[src/rtl/uart_tx_arbiter_if.sv]
// Request/FIFO-side bundle for uart_tx_arbiter: four byte requesters sharing one TX FIFO write port.
// master = requester/FIFO environment, slave = the arbiter.
interface uart_tx_arbiter_if;
  logic [3:0]  req_valid;
  logic [31:0] req_data;
  logic [3:0]  req_last;
  logic [3:0]  req_ready;
  logic        fifo_full;
  logic        fifo_wr_en;
  logic [7:0]  fifo_wr_data;

  modport master (
    output req_valid, req_data, req_last, fifo_full,
    input  req_ready, fifo_wr_en, fifo_wr_data
  );

  modport slave (
    input  req_valid, req_data, req_last, fifo_full,
    output req_ready, fifo_wr_en, fifo_wr_data
  );
endinterface

[src/rtl/uart_tx_arbiter.sv]
// Round-robin arbiter granting one of four byte requesters exclusive use of the TX FIFO write port,
// with release on end-of-packet, burst limit, or idle timeout of the owner.
module uart_tx_arbiter #(
  parameter int unsigned MAX_BURST    = 16,
  parameter int unsigned IDLE_TIMEOUT = 1024
) (
  input  logic                clk,
  input  logic                rst,
  uart_tx_arbiter_if.slave    bus,
  output logic                grant_valid,
  output logic [1:0]          grant_id,
  output logic                timeout_pulse
);

  typedef enum logic {
    S_IDLE = 1'b0,
    S_OWN  = 1'b1
  } state_t;

  state_t      r_state;
  logic [1:0]  r_last_id;
  logic [1:0]  r_grant_id;
  logic [8:0]  r_burst;
  logic [15:0] r_stall;
  logic        r_grant_valid;
  logic        r_timeout;

  logic [1:0]  w_pick;
  logic [1:0]  w_idx;
  logic        w_any;
  logic        w_own;
  logic        w_own_valid;
  logic        w_own_last;
  logic [7:0]  w_own_data;
  logic        w_xfer;
  logic [8:0]  w_burst_next;
  logic        w_burst_done;
  logic        w_stall_cyc;
  logic        w_timeout;

  // Scan upward starting one past the previous owner so every waiting requester gets a turn.
  always_comb begin
    w_pick = '0;
    w_idx  = '0;
    w_any  = 1'b0;
    for (int unsigned k = 0; k < 4; k++) begin
      w_idx = r_last_id + 2'(k + 1);
      if (!w_any && bus.req_valid[w_idx]) begin
        w_pick = w_idx;
        w_any  = 1'b1;
      end
    end
  end

  assign w_own        = (r_state == S_OWN);
  assign w_own_valid  = bus.req_valid[r_grant_id];
  assign w_own_last   = bus.req_last[r_grant_id];
  assign w_own_data   = bus.req_data[{r_grant_id, 3'b000} +: 8];
  assign w_xfer       = w_own & w_own_valid & ~bus.fifo_full;
  assign w_burst_next = r_burst + 9'd1;
  assign w_burst_done = (w_burst_next == 9'(MAX_BURST));
  assign w_stall_cyc  = w_own & ~w_own_valid;
  assign w_timeout    = w_stall_cyc && (r_stall == 16'(IDLE_TIMEOUT - 1));

  // Ready is combinational on fifo_full so a full FIFO blocks the write in the same cycle.
  assign bus.req_ready    = (w_own && !bus.fifo_full) ? (4'b0001 << r_grant_id) : '0;
  assign bus.fifo_wr_en   = w_xfer;
  assign bus.fifo_wr_data = w_xfer ? w_own_data : '0;

  assign grant_valid   = r_grant_valid;
  assign grant_id      = r_grant_id;
  assign timeout_pulse = r_timeout;

  always_ff @(posedge clk or posedge rst) begin
    if (rst) begin
      r_state       <= S_IDLE;
      r_last_id     <= 2'd3;
      r_grant_id    <= '0;
      r_burst       <= '0;
      r_stall       <= '0;
      r_grant_valid <= 1'b0;
      r_timeout     <= 1'b0;
    end else begin
      r_timeout <= 1'b0;
      case (r_state)
        S_IDLE: begin
          if (w_any) begin
            r_state       <= S_OWN;
            r_grant_id    <= w_pick;
            r_grant_valid <= 1'b1;
            r_burst       <= '0;
            r_stall       <= '0;
          end
        end
        S_OWN: begin
          // A transfer always wins over a stall, so last-byte and timeout never coincide.
          if (w_xfer) begin
            r_stall <= '0;
            if (w_own_last || w_burst_done) begin
              r_state       <= S_IDLE;
              r_last_id     <= r_grant_id;
              r_grant_valid <= 1'b0;
              r_burst       <= '0;
            end else begin
              r_burst <= w_burst_next;
            end
          end else if (w_stall_cyc) begin
            if (w_timeout) begin
              r_state       <= S_IDLE;
              r_last_id     <= r_grant_id;
              r_grant_valid <= 1'b0;
              r_timeout     <= 1'b1;
              r_stall       <= '0;
              r_burst       <= '0;
            end else begin
              r_stall <= r_stall + 16'd1;
            end
          end
        end
        default: begin
          r_state       <= S_IDLE;
          r_grant_valid <= 1'b0;
        end
      endcase
    end
  end

endmodule
[src/flat_wrapper.sv]
// flat-port wrapper written by rule: the top's interface ports become plain ports
module uart_tx_arbiter_flat 
#(
  parameter int unsigned MAX_BURST    = 16,
  parameter int unsigned IDLE_TIMEOUT = 1024
)
  (clk, rst, grant_valid, grant_id, timeout_pulse, bus_req_valid, bus_req_data, bus_req_last, bus_fifo_full, bus_req_ready, bus_fifo_wr_en, bus_fifo_wr_data);
  uart_tx_arbiter_if bus_i ();
  input  logic clk;
  input  logic rst;
  output logic grant_valid;
  output logic [1:0] grant_id;
  output logic timeout_pulse;
  input wire logic [$bits(bus_i.req_valid)-1:0] bus_req_valid;
  input wire logic [$bits(bus_i.req_data)-1:0] bus_req_data;
  input wire logic [$bits(bus_i.req_last)-1:0] bus_req_last;
  input wire logic [$bits(bus_i.fifo_full)-1:0] bus_fifo_full;
  output wire logic [$bits(bus_i.req_ready)-1:0] bus_req_ready;
  output wire logic [$bits(bus_i.fifo_wr_en)-1:0] bus_fifo_wr_en;
  output wire logic [$bits(bus_i.fifo_wr_data)-1:0] bus_fifo_wr_data;
  assign bus_i.req_valid = bus_req_valid;
  assign bus_i.req_data = bus_req_data;
  assign bus_i.req_last = bus_req_last;
  assign bus_i.fifo_full = bus_fifo_full;
  assign bus_req_ready = bus_i.req_ready;
  assign bus_fifo_wr_en = bus_i.fifo_wr_en;
  assign bus_fifo_wr_data = bus_i.fifo_wr_data;
  uart_tx_arbiter #(.MAX_BURST(MAX_BURST), .IDLE_TIMEOUT(IDLE_TIMEOUT)) u_core (.clk(clk), .rst(rst), .bus(bus_i), .grant_valid(grant_valid), .grant_id(grant_id), .timeout_pulse(timeout_pulse));
endmodule
[config.mk]
export PLATFORM = sky130hd
export DESIGN_NAME = uart_tx_arbiter_flat
export DESIGN_NICKNAME = d
export VERILOG_FILES = /design/src/rtl/uart_tx_arbiter_if.sv /design/src/rtl/uart_tx_arbiter.sv /design/src/flat_wrapper.sv
export SDC_FILE = /design/constraint.sdc
export NUM_CORES = 1
export LEC_CHECK = 0
export CORE_MARGIN = 3
export CORE_UTILIZATION = 43
export CTS_CLUSTER_DIAMETER = 200
export CTS_CLUSTER_SIZE = 28
export DETAILED_ROUTE_END_ITERATION = 12
export PLACE_DENSITY = 0.86
export SLEW_MARGIN = 20
export SYNTH_ARGS = -nofsm -noshare
export SYNTH_HDL_FRONTEND = slang
export SYNTH_SLANG_ARGS = --single-unit
export TNS_END_PERCENT = 100
[constraint.sdc]
create_clock -name clk -period 2.1 [get_ports clk]
set_input_delay 0.42 -clock clk [delete_from_list [all_inputs] [get_ports clk]]
set_output_delay 0.42 -clock clk [all_outputs]
set_load 0.005 [all_outputs]
==> results of run 1 <==
worst register-to-register path, stage by stage, from the launching register on:
cell and delay (ns):
dfrtp_2 0.42, buf_6 0.12, mux4_2 0.58, buf_6 0.16, a22oi_4 0.24, nand3_4 0.19
buf_12 0.18, nor4_4 0.13, xnor2_1 0.16, nor2_1 0.06
synthesized netlist by cell type (2+ instances only):
cell type / number
nor3_1: 7
dfrtp_1: 30
buf_2: 4
nor4_1: 2
a21oi_1: 10
dfstp_2: 2
nor4b_1: 2
buf_6: 2
xnor2_1: 8
a22o_1: 4
nand4_1: 2
mux2i_1: 2
a31oi_1: 2
and3_1: 13
xor2_1: 4
inv_1: 7
and2_1: 3
nor2_1: 25
a221o_1: 2
o21ai_0: 12
nand3_1: 7
ha_1: 2
clkbuf_1: 5
nor3_2: 2
mux2_2: 3
nand4b_1: 2
mux4_2: 10
or3_1: 6
nor2b_1: 2
and4_1: 2
nand2_1: 15
where the power goes:
| part | leakage [uW] | internal (uW) | switching (uW) |
|---|---|---|---|
| Clock | 0.0000541 | 351 | 261 |
| Sequential | 0.000422 | 735 | 171 |
| Combinational | 0.00119 | 1250 | 1000 |
layer usage:
layer	track usage	routed length, um	up-vias
met1	0.3293	3489	1259
met2	0.4754	4980	141
li1	-	-	1053
met4	0.1214	430	0
met5	0	0	-
met3	0.04965	603	48
stage by stage:
step / cell area, um^2 / worst slack (ns) / hold slack, ns
2_1_floorplan: 2128 / 0.01407 / 0.4844
3_3_place_gp: 2992 / -0.4310 / 0.4834
3_5_place_dp: 2992 / -0.4853 / 0.4984
4_1_cts: 3452 / -0.1499 / 0.5278
5_1_grt: 3775 / -0.3157 / 0.5422
6_report: 3775 / -0.2481 / 0.5054
path summary, 6_finish.rpt:
check                                         from                  end
min in group clk                u_core.grant_valid   u_core.grant_valid
worst max-delay path            u_core.grant_id[0]   u_core.r_stall[14]
max in group asynchronous                      rst  u_core.r_last_id[1]
worst min register to register  u_core.grant_valid   u_core.grant_valid
worst min-delay path                           rst    u_core.r_burst[8]
worst max register to register  u_core.grant_id[0]   u_core.r_stall[14]
area by class of cell:
class / count / area, um^2
Fill cell: 232 / 789.5
Sequential cell: 32 / 807.0
Inverter: 8 / 37.54
Clock inverter: 3 / 42.54
Multi-Input combinational cell: 169 / 1539
Tap cell: 65 / 81.33
Timing Repair Buffer: 126 / 1199
Clock buffer: 5 / 68.82
what timing repair did:
action | in CTS | in global routing
gates resized for setup | 87 | 55
gates cloned | 1 | 2
pin swaps | 16 | 18
buffers inserted | 27 | 9
endpoints found under the hold margin | 0 | 0
setup endpoints to repair | 36 | 39
registers in the layout, summed over array words and instances (netlist names):
signal / cells
u_core.r_stall: 16
u_core.timeout_pulse: 1
u_core.r_burst: 9
u_core.grant_valid: 1
u_core.r_last_id: 2
u_core.r_state: 1
u_core.grant_id: 2
cells by family after synthesis:
kind of cell | Yosys count | synth area share
buffers and inverters | 19 | 0.04302
muxes | 15 | 0.1314
adders and majority gates | 2 | 0.01178
DFF | 32 | 0.3783
xor gates and xnor gates | 12 | 0.04950
and+or+nand+nor | 97 | 0.2546
AOI/OAI and AO/OA | 41 | 0.1314
==> impl_metrics.env, run 1 <==
export IMPL_outcome="complete, but fails checks"
export IMPL_violations="setup timing"
export IMPL_clk_latency_ns=0.30
export IMPL_overflow=0
export IMPL_path_clk_slew_ns=0.07
export IMPL_avgViaCountPerCell=6.130
export IMPL_syn_area_um2=2123
export IMPL_critPathRequiredTime_ns=2.29
export IMPL_grt_max_degree=33
export IMPL_setup_viol=37
export IMPL_clockBufferDepth=2
export IMPL_die_area_um2=5817
export IMPL_synth_seq_cells=32
export IMPL_final_util=0.8270
export IMPL_cp_depth=9
export IMPL_regToRegSetupSlack_ns=-0.25
export IMPL_min_period_over_period=1.118
export IMPL_n_antenna_cell=0
export IMPL_first_iter_violations=212
export IMPL_cts_sinks=32
export IMPL_grt_pass1_vias=2506
export IMPL_finalHoldViolCount=0
export IMPL_vias=2501
export IMPL_cts_root_buf="clkbuf_8"
export IMPL_final_max_slew_viol_count=0
export IMPL_rsz0062_at_grt="yes"
export IMPL_area_delta_synth_final_pct=77.78
export IMPL_drive_gt1_frac=0.4577
export IMPL_final_common_cell="buf_4"
export IMPL_start_util=0.4652
export IMPL_syn_num_nets=263
export IMPL_worst_slack_ns=-0.2481
export IMPL_dr_pass1_iters=4
export IMPL_total_power_uw=3767
export IMPL_crit_path_start_kind="register"
export IMPL_synth_largest_area_cell="dfrtp_1"
export IMPL_netlist_instances=218
export IMPL_endpoint_kind="register"
export IMPL_wl_per_cell_um=23.30
export IMPL_totalWireLength_um=9505
export IMPL_path_buf_inv=3
export IMPL_hp_class="in2async"
export IMPL_coreArea_um2=4564
export IMPL_synth_top_area_frac=0.3536
export IMPL_cap_violations=0
export IMPL_relSlewSlack=0.5847
export IMPL_critPathTopFamily="multiplexers"
export IMPL_grt_pass1_wl_um=12700
export IMPL_die_w_um=76.27
export IMPL_die_h_um=76.27
export IMPL_max_freq_mhz=425.9
export IMPL_cts_hold_buf=0
export IMPL_ios=60
export IMPL_fin_tns_setup_ns=-4.446
export IMPL_route_antenna_remaining_nets=0
export IMPL_cts_inserted_buffers=5
export IMPL_fin_cells=408
export IMPL_crit_slowest_cell="mux4_2"
export IMPL_final_cell_mix="buf_4, clkdlybuf4s50_1, dfrtp_1, buf_6, nor2_1"
export IMPL_crit_top_cell="buf_6"
export IMPL_cts_tree="built"
export IMPL_worst_pin_slew_ns=0.6206
export IMPL_leakage_uw=0.001665
export IMPL_yosys_warnings=0
export IMPL_synth_edf_count=0
export IMPL_finalCriticalPeriod_ns=2.348
export IMPL_drc_errors=0
export IMPL_postSynthAreaPerCell_um2=9.740
export IMPL_yosys_most_used_dff="dfrtp_1"
export IMPL_fin_skew_ns=0.005024
export IMPL_reg2reg_depth=9
export IMPL_h_tree_depth=2
export IMPL_ys_top_cells_by_area="dfrtp_1, mux4_2, nor2_1, and3_1, xnor2_1"
export IMPL_gp_congestion=0.8349
export IMPL_yosysSeqAreaShare=0.3783
export IMPL_cp_max_fo=7
export IMPL_grt_usage=0.2735
export IMPL_arrival_ns=2.54
export IMPL_grt_antenna_before_repair=0
export IMPL_fp_row_count=24
export IMPL_powerDensity_nw_per_um2=998.0
export IMPL_synthArstFlopShare=1.000
export IMPL_max_vdd_ir_drop_v=0.0008363
export IMPL_io_buffers=59
export IMPL_synth_cell_types=50
export IMPL_crit_chain="buf_6 -> mux4_2 -> buf_6 -> a22oi_4 -> nand3_4 -> buf_12 -> nor4_4 -> xnor2_1 -> nor2_1"
export IMPL_slowest_delay_ns=0.58
export IMPL_hpwlAfterDp_um=4465
export IMPL_fin_nets=387
export IMPL_dp_cells=363
export IMPL_path_class="reg2reg"
(Power assumes the default switching activity.)
==> run 2: changes to the inputs <==
- CTS_CLUSTER_DIAMETER: 200 -> 150
- GPL_ROUTABILITY_DRIVEN: unset -> 0
==> results of run 2 <==
No change in the layout: final DEF, timing and power equal those of run 1.
==> run 3: changes to the inputs <==
- MAX_ROUTING_LAYER: unset -> met4
==> impl_metrics.env, run 3 (synthesized netlist as in run 1, its figures left out) <==
export IMPL_outcome="complete, but fails checks"
export IMPL_violations="setup timing"
export IMPL_drc_errors=0
export IMPL_grt_pass1_wl_um=12680
export IMPL_endpoint_kind="register"
export IMPL_io_buffers=59
export IMPL_max_vdd_ir_drop_v=0.0007648
export IMPL_grt_pass1_vias=2515
export IMPL_path_clk_slew_ns=0.07
export IMPL_relSlewSlack=0.5676
export IMPL_fin_skew_ns=0.005317
export IMPL_vias=2614
export IMPL_arrival_ns=2.59
export IMPL_fin_hold_ws_ns=0.5101
export IMPL_die_h_um=76.27
export IMPL_h_tree_depth=2
export IMPL_worst_slack_ns=-0.2636
export IMPL_area_delta_synth_final_pct=77.20
export IMPL_clkPwrFrac=0.161
export IMPL_p_comb_frac=0.599
export IMPL_ios=60
export IMPL_wl_per_cell_um=24.12
export IMPL_cts_tree="built"
export IMPL_seqCellArea_um2=807.0
export IMPL_multi_input_area_um2=1539
export IMPL_totalWireLength_um=9816
export IMPL_n_antenna_cell=0
export IMPL_cp_max_fo=5
export IMPL_rsz0062_at_grt="yes"
export IMPL_clk_latency_ns=0.30
export IMPL_cts_sinks=32
export IMPL_die_w_um=76.27
export IMPL_grt_max_degree=33
export IMPL_final_cell_mix="buf_4, clkdlybuf4s50_1, dfrtp_1, buf_6, nor2_1"
export IMPL_switching_share=0.3832
export IMPL_critPathRequiredTime_ns=2.32
export IMPL_final_max_slew_viol_count=0
export IMPL_leakage_uw=0.001656
export IMPL_reg2reg_depth=8
export IMPL_finalHoldViolCount=0
export IMPL_fin_area_um2=3762
export IMPL_dr_pass1_iters=5
export IMPL_drive_gt1_frac=0.4591
export IMPL_cap_violations=0
export IMPL_setup_viol=38
export IMPL_crit_path_start_kind="register"
export IMPL_placed_cell_area_um2=2992
export IMPL_dp_cells=363
export IMPL_finalCriticalPeriod_ns=2.364
export IMPL_hp_class="in2async"
export IMPL_die_area_um2=5817
export IMPL_fin_nets=386
export IMPL_path_class="reg2reg"
export IMPL_largest_register="u_core.r_stall"
export IMPL_max_freq_mhz=423.1
export IMPL_cts_inserted_buffers=5
export IMPL_dp_slack_ns=-0.4853
export IMPL_largestRegisters="u_core.r_stall: 16 flops, u_core.r_burst: 9 flops"
export IMPL_largest_register_ffs=16
export IMPL_cts_root_buf="clkbuf_8"
export IMPL_start_util=0.4652
export IMPL_route_antenna_remaining_nets=0
export IMPL_min_period_over_period=1.126
export IMPL_grt_antenna_before_repair=0
export IMPL_clockBufferDepth=2
export IMPL_p_int_uw=2336
export IMPL_grt_usage=0.2813
export IMPL_coreArea_um2=4564
export IMPL_switching_power_uw=1452
export IMPL_powerDensity_nw_per_um2=1007
export IMPL_first_iter_violations=308
export IMPL_final_common_cell="buf_4"
export IMPL_fp_row_count=24
export IMPL_fillers=230
export IMPL_fin_cells=407
export IMPL_overflow=0
export IMPL_pwr_share_seq=0.241
export IMPL_avgViaCountPerCell=6.423
export IMPL_hpwlAfterDp_um=4465
export IMPL_worst_pin_slew_ns=0.6462
## run 3: changes by cell type in the layout (fill, tap and decap cells not counted), sizes merged
cell and change:
buf -1
## run 3: worst max-delay path: stages, from the launching register on
cell and delay (ns):
dfrtp_1 0.36, buf_4 0.15, nand3_2 0.20, nor3_1 0.37, xor2_1 0.16, o31a_1 0.40
buf_6 0.16, nor2_4 0.13, mux2_2 0.37
## run 3: what timing repair did
item                       CTS  global route
setup endpoints to repair   36            39
resized for setup           87            56
hold buffers                 0             0
pin swaps                   16            19
gates cloned                 1             1
setup buffers               27             9
## run 3: path summary, 6_finish.rpt
check                                    from             endpoint  slack [ns]
max in group asynchronous                 rst  u_core.r_last_id[1]        1.26
min in group clk           u_core.grant_valid   u_core.grant_valid        0.53
hold / removal                            rst    u_core.r_stall[3]        0.51
setup / recovery            u_core.r_burst[0]  u_core.r_last_id[0]       -0.26
setup reg to reg            u_core.r_burst[0]  u_core.r_last_id[0]       -0.26
hold reg to reg            u_core.grant_valid   u_core.grant_valid        0.53
## run 3: per-stage QoR
step / utilization / power (uW) / TNS, ns
floorplan: - / 1654 / 0
global placement: 0.6554 / 2199 / -13.01
detailed placement: 0.6554 / 2261 / -15.04
CTS: 0.7563 / 3244 / -1.531
global route: 0.8243 / 3915 / -7.496
finish: 0.8243 / 3788 / -5.445
## run 3: power by group through the flow
stage / Sequential [uW] / Combinational, uW / Clock (uW)
2_1_floorplan: 827 / 827 / 0
3_3_place_gp: 854 / 1340 / 0
3_5_place_dp: 862 / 1400 / 0
4_1_cts: 864 / 1780 / 600
5_1_grt: 911 / 2370 / 636
6_report: 912 / 2270 / 608
## run 3: area by class of cell
cell class,instances,share of cell area
clock buffers,5,0.01829
clock inverters,3,0.01131
repair buffers,125,0.3153
well taps,65,0.02162
inverters,8,0.009977
multi-input cells,169,0.4090
flip-flops and latches,32,0.2145
## run 3: layer usage
layer / vias to the layer above / GRT usage / routed length (um)
li1: 1058 / - / -
met1: 1260 / 0.3300 / 3406
met2: 223 / 0.4736 / 5097
met3: 73 / 0.04846 / 688
met4: 0 / 0.1250 / 624
met5: - / - / 0
